--- src/rtl/gcd_requester.sv ---
// rtl/gcd_requester.sv - stream front end issuing jobs to the GCD core with timeout guard
module gcd_requester #(
    parameter int WIDTH   = 8,
    parameter int TIMEOUT = 512
) (
    input  logic             clk,
    input  logic             rst_n,
    input  logic             in_valid,
    output logic             in_ready,
    input  logic [WIDTH-1:0] in_a,
    input  logic [WIDTH-1:0] in_b,
    output logic [WIDTH-1:0] gcd_a,
    output logic [WIDTH-1:0] gcd_b,
    output logic             gcd_start,
    input  logic [WIDTH-1:0] gcd_y,
    input  logic             gcd_done,
    input  logic             gcd_error,
    output logic             out_valid,
    input  logic             out_ready,
    output logic [WIDTH-1:0] out_y,
    output logic             out_err,
    output logic             out_tmo,
    output logic [7:0]       job_cnt,
    output logic [7:0]       err_cnt
);
    localparam int TW = $clog2(TIMEOUT + 1);

    typedef enum logic [1:0] {S_IDLE, S_ISSUE, S_WAIT, S_HOLD} state_t;

    state_t        state, state_nxt;
    logic [TW-1:0] timer;
    logic          in_fire, out_fire, zero_op, tmo_hit;

    assign in_ready  = (state == S_IDLE);
    assign gcd_start = (state == S_ISSUE);
    assign out_valid = (state == S_HOLD);
    assign in_fire   = in_ready && in_valid;
    assign out_fire  = out_valid && out_ready;
    assign zero_op   = (in_a == '0) || (in_b == '0);
    assign tmo_hit   = (timer == TW'(TIMEOUT - 1));

    always_comb begin
        state_nxt = state;
        case (state)
            S_IDLE:  if (in_fire) state_nxt = zero_op ? S_HOLD : S_ISSUE;
            S_ISSUE: state_nxt = S_WAIT;
            S_WAIT:  if (gcd_done || tmo_hit) state_nxt = S_HOLD;
            S_HOLD:  if (out_fire) state_nxt = S_IDLE;
            default: state_nxt = S_IDLE;
        endcase
    end

    always_ff @(posedge clk or negedge rst_n) begin
        if (!rst_n) begin
            state <= S_IDLE;
        end else begin
            state <= state_nxt;
        end
    end

    // Result registers load only on the transition into HOLD, so DONE outside WAIT is ignored.
    always_ff @(posedge clk or negedge rst_n) begin
        if (!rst_n) begin
            gcd_a   <= '0;
            gcd_b   <= '0;
            out_y   <= '0;
            out_err <= 1'b0;
            out_tmo <= 1'b0;
            timer   <= '0;
            job_cnt <= 8'd0;
            err_cnt <= 8'd0;
        end else begin
            case (state)
                S_IDLE: begin
                    if (in_fire) begin
                        if (zero_op) begin
                            out_y   <= '0;
                            out_err <= 1'b1;
                            out_tmo <= 1'b0;
                        end else begin
                            gcd_a <= in_a;
                            gcd_b <= in_b;
                        end
                    end
                end
                S_ISSUE: timer <= '0;
                S_WAIT: begin
                    timer <= timer + TW'(1);
                    if (gcd_done) begin
                        out_y   <= gcd_y;
                        out_err <= gcd_error;
                        out_tmo <= 1'b0;
                    end else if (tmo_hit) begin
                        out_y   <= '0;
                        out_err <= 1'b1;
                        out_tmo <= 1'b1;
                    end
                end
                S_HOLD: begin
                    if (out_fire) begin
                        job_cnt <= job_cnt + 8'd1;
                        if (out_err) err_cnt <= err_cnt + 8'd1;
                    end
                end
                default: ;
            endcase
        end
    end
endmodule

--- config.mk ---
export PLATFORM = sky130hd
export DESIGN_NAME = gcd_requester
export DESIGN_NICKNAME = d
export VERILOG_FILES = /design/src/rtl/gcd_requester.sv
export SDC_FILE = /design/constraint.sdc
export NUM_CORES = 1
export LEC_CHECK = 0
export ABC_AREA = 1
export CAP_MARGIN = 20
export CORE_ASPECT_RATIO = 1.2
export CORE_MARGIN = 10
export CORE_UTILIZATION = 40
export CTS_CLUSTER_DIAMETER = 100
export DETAILED_ROUTE_END_ITERATION = 12
export PLACE_DENSITY = 0.78
export SYNTH_ARGS = -nofsm -noshare
export SYNTH_HDL_FRONTEND = slang
export SYNTH_SLANG_ARGS = --single-unit
--- constraint.sdc ---
create_clock -name clk -period 1.6 [get_ports clk]
set_clock_uncertainty 0.1 [all_clocks]
set_input_delay 0.24 -clock clk [delete_from_list [all_inputs] [get_ports clk]]
set_output_delay 0.24 -clock clk [all_outputs]
set_load 0.1 [all_outputs]
==> flow_metrics.py <==
metrics = {
    "placed_design": {
        "dpl.hpwl_mm": 5.82,
        "gp_congestion": 0.829,
        "numPortBuffers": 74,
    },
    "logic_synthesis": {
        "yosysSeqAreaShare_pct": 50.2,
        "syn-num-nets": 351,
        "ys_seq_elements": 54,
        "syn_area_um2": 2690,
        "synth.top_cell.area_share_pct": 50.2,
        "yosys.area.top_type": "dfrtp_1",
        "synthTopCellsByArea": "dfrtp_1 50%, nand2_1 13%, nand4_1 4.4%",
        "netlist_instances": 313,
        "yosys_warnings": 0,
        "syn_area_per_cell_um2": 8.60,
        "yosysUniqueCellTypes": 29,
    },
    "critical_path": {
        "reg2reg_from": "state[0]",
        "cp-start-kind": "flop",
        "cp-endpoint": "err_cnt[7]",
        "cp_max_fo": 4,
        "critical_path_required_ns": 1.70,
        "worstSetupPathType": "reg2reg",
        "cp-startpoint": "state[0]",
        "r2r.worst_path.cells": 9,
        "worst_setup_path_end_kind": "flop",
        "arrival_ns": 1.79,
        "r2r_setup_slack_ns": -0.1,
        "regToRegEndpoint": "err_cnt[7]",
    },
    "clocking": {
        "clockBufferDepth": 2,
        "clk_latency_ns": 0.31,
        "cts.clk_slew.worst_paths_ns": 0.10,
        "cts_tree": "done",
        "cts_buffers": 5,
        "cts_root_buf": "clkbuf_8",
        "clock_sinks": 54,
        "cts.htree.levels": 2,
    },
    "sta": {
        "tightest_slew_ns": 0.354,
        "setup_viol": 19,
        "rsz0062_at_grt": "true",
        "max_freq_mhz": 589,
        "timing.final.ws_setup_ns": -0.0964,
        "period_share_pct": 106,
        "finalCriticalPeriod_ns": 1.70,
        "slew_violations": 0,
        "max_slew_margin_pct": 76.4,
        "hold_violations": 0,
    },
    "global_routing": {
        "grt_max_degree": 29,
        "grt_pass1_wl_mm": 12.3,
        "grtUsageTotal_pct": 14.6,
        "antenna_found_initial": 0,
        "grt_pass1_vias": 2528,
        "grt.overflow.total": 0,
    },
    "route": {
        "vias": 2518,
        "avgRoutedWirePerCell_um": 14.5,
        "dr.pass1.iters": 4,
        "final_antenna_net_count": 0,
        "post_drt_via_cell_ratio": 4.89,
        "first_iter_violations": 75,
        "drc_errors": 0,
        "drt_wl_total_mm": 7.49,
    },
    "layout": {
        "drive_gt1_share_pct": 36.0,
        "multi_input_area_um2": 1320,
        "diodes": 0,
        "syn_to_final_growth_pct": 70.4,
        "seq_area_um2": 1370,
        "utilization_pct": 70.7,
        "nets": 467,
        "fill_cells": 464,
    },
    "floorplanning": {
        "design.die.area_um2": 10400,
        "die_w_um": 94.9,
        "start_util_pct": 41.5,
        "rows": 32,
        "io_pins": 75,
        "die_height_um": 110,
        "core_um2": 6490,
    },
    "run_status": {
        "status": "finished, violations left",
        "violations": "negative setup slack",
    },
    "worst_hold_path": {
        "hp-class": "in2async",
    },
    "job": {
        "drv_cap": 0,
    },
}
==> routing by layer <==
metal	vias up	track usage (%)	wire length (um)
met5	-	0	0
met4	0	3.64	88
met3	7	3.55	422
met2	73	26.9	4020
met1	1213	16.3	2960
li1	1225	-	-
==> worst min path at each step <==
stage          start         end  slack, ns  depth (start not counted)
6_report       rst_n    out_y[6]       0.36                          3
5_1_grt        rst_n    out_y[4]       0.41                          3
4_1_cts        rst_n    out_y[4]       0.37                          3
3_5_place_dp   rst_n    timer[6]       0.18                          2
3_3_place_gp   rst_n    timer[4]       0.18                          2
2_1_floorplan  rst_n  err_cnt[0]      -0.16                          0
==> final cells by class <==
cell class,instances,area share [%]
Timing Repair Buffer,119,34.0
Multi-Input combinational cell,217,28.7
Tap cell,85,2.32
Sequential cell,54,29.8
Inverter,32,2.73
Clock inverter,3,0.955
Clock buffer,5,1.50
==> placed cells by master (no fill, tap or decap), drive strengths merged <==
| master | instances |
|---|---|
| dlygate4sd3 | 1 |
| and3 | 1 |
| nand4 | 19 |
| clkinv | 1 |
| xnor2 | 7 |
| o21ai | 11 |
| bufinv | 1 |
| nor3 | 2 |
| or2 | 2 |
| clkbuf | 5 |
| o21bai | 1 |
| clkdlybuf4s50 | 28 |
| xor2 | 7 |
| a21oi | 6 |
| buf | 90 |
| nand2 | 96 |
| inv | 33 |
| nor2 | 37 |
| nand3 | 20 |
| dfrtp | 54 |
| ha | 8 |
==> Yosys cell counts, drive strengths merged <==
master,n
nor3,2
o21ai,11
nand4,19
buf,9
nor2,37
o21bai,1
inv,32
xnor2,7
a21oi,6
and3,1
ha,8
dfrtp,54
xor2,7
clkbuf,1
or2,2
nand3,20
nand2,96
==> flip-flops by register name, indices dropped and copies added (netlist names) <==
register,count
gcd_b,8
err_cnt,8
out_err,1
timer,10
out_y,8
out_tmo,1
state,2
gcd_a,8
job_cnt,8
==> worst max-delay path, cell delays in order, from the launching register on <==
cell,delay (ns)
dfrtp_1,0.40
buf_4,0.14
buf_6,0.11
ha_4,0.19
nand2_8,0.08
nor2_4,0.15
nand2_2,0.09
nor2_4,0.11
nand3_2,0.07
xnor2_1,0.14
==> timing repair <==
item / 4_1_cts / 5_1_grt
hold buffers: 1 / 0
pin swaps: 3 / 10
setup buffers: 6 / 5
setup endpoints to repair: 20 / 25
resized for setup: 11 / 26
hold endpoints to repair: 54 / 0
gates cloned: 0 / 0
==> cells by family after synthesis <==
logic type | synth area share [%]
flip-flops | 50.2
AND/OR/NAND/NOR | 30.7
adder cells (fa/ha/maj) | 3.72
XOR/XNOR | 4.55
AO/OA/AOI/OAI | 3.86
buffers and inverters | 7.02
==> through the flow <==
step | hold WS, ns | setup slack (ns) | instance area (um2) | std cells | TNS [ns]
global placement | 0.177 | -0.128 | 4240 | 495 | -3.22
finish | 0.356 | -0.0964 | 4590 | 515 | -0.806
global route | 0.406 | -0.172 | 4590 | 515 | -2.70
CTS | 0.373 | -0.0376 | 4460 | 510 | -0.0406
detailed placement | 0.180 | -0.160 | 4240 | 495 | -4.33
floorplan | -0.156 | -0.165 | 2770 | 313 | -2.02
Power is left out: the tool's default activity adds up to more than one toggle a clock period on the data nets, which glitch-free logic cannot reach.
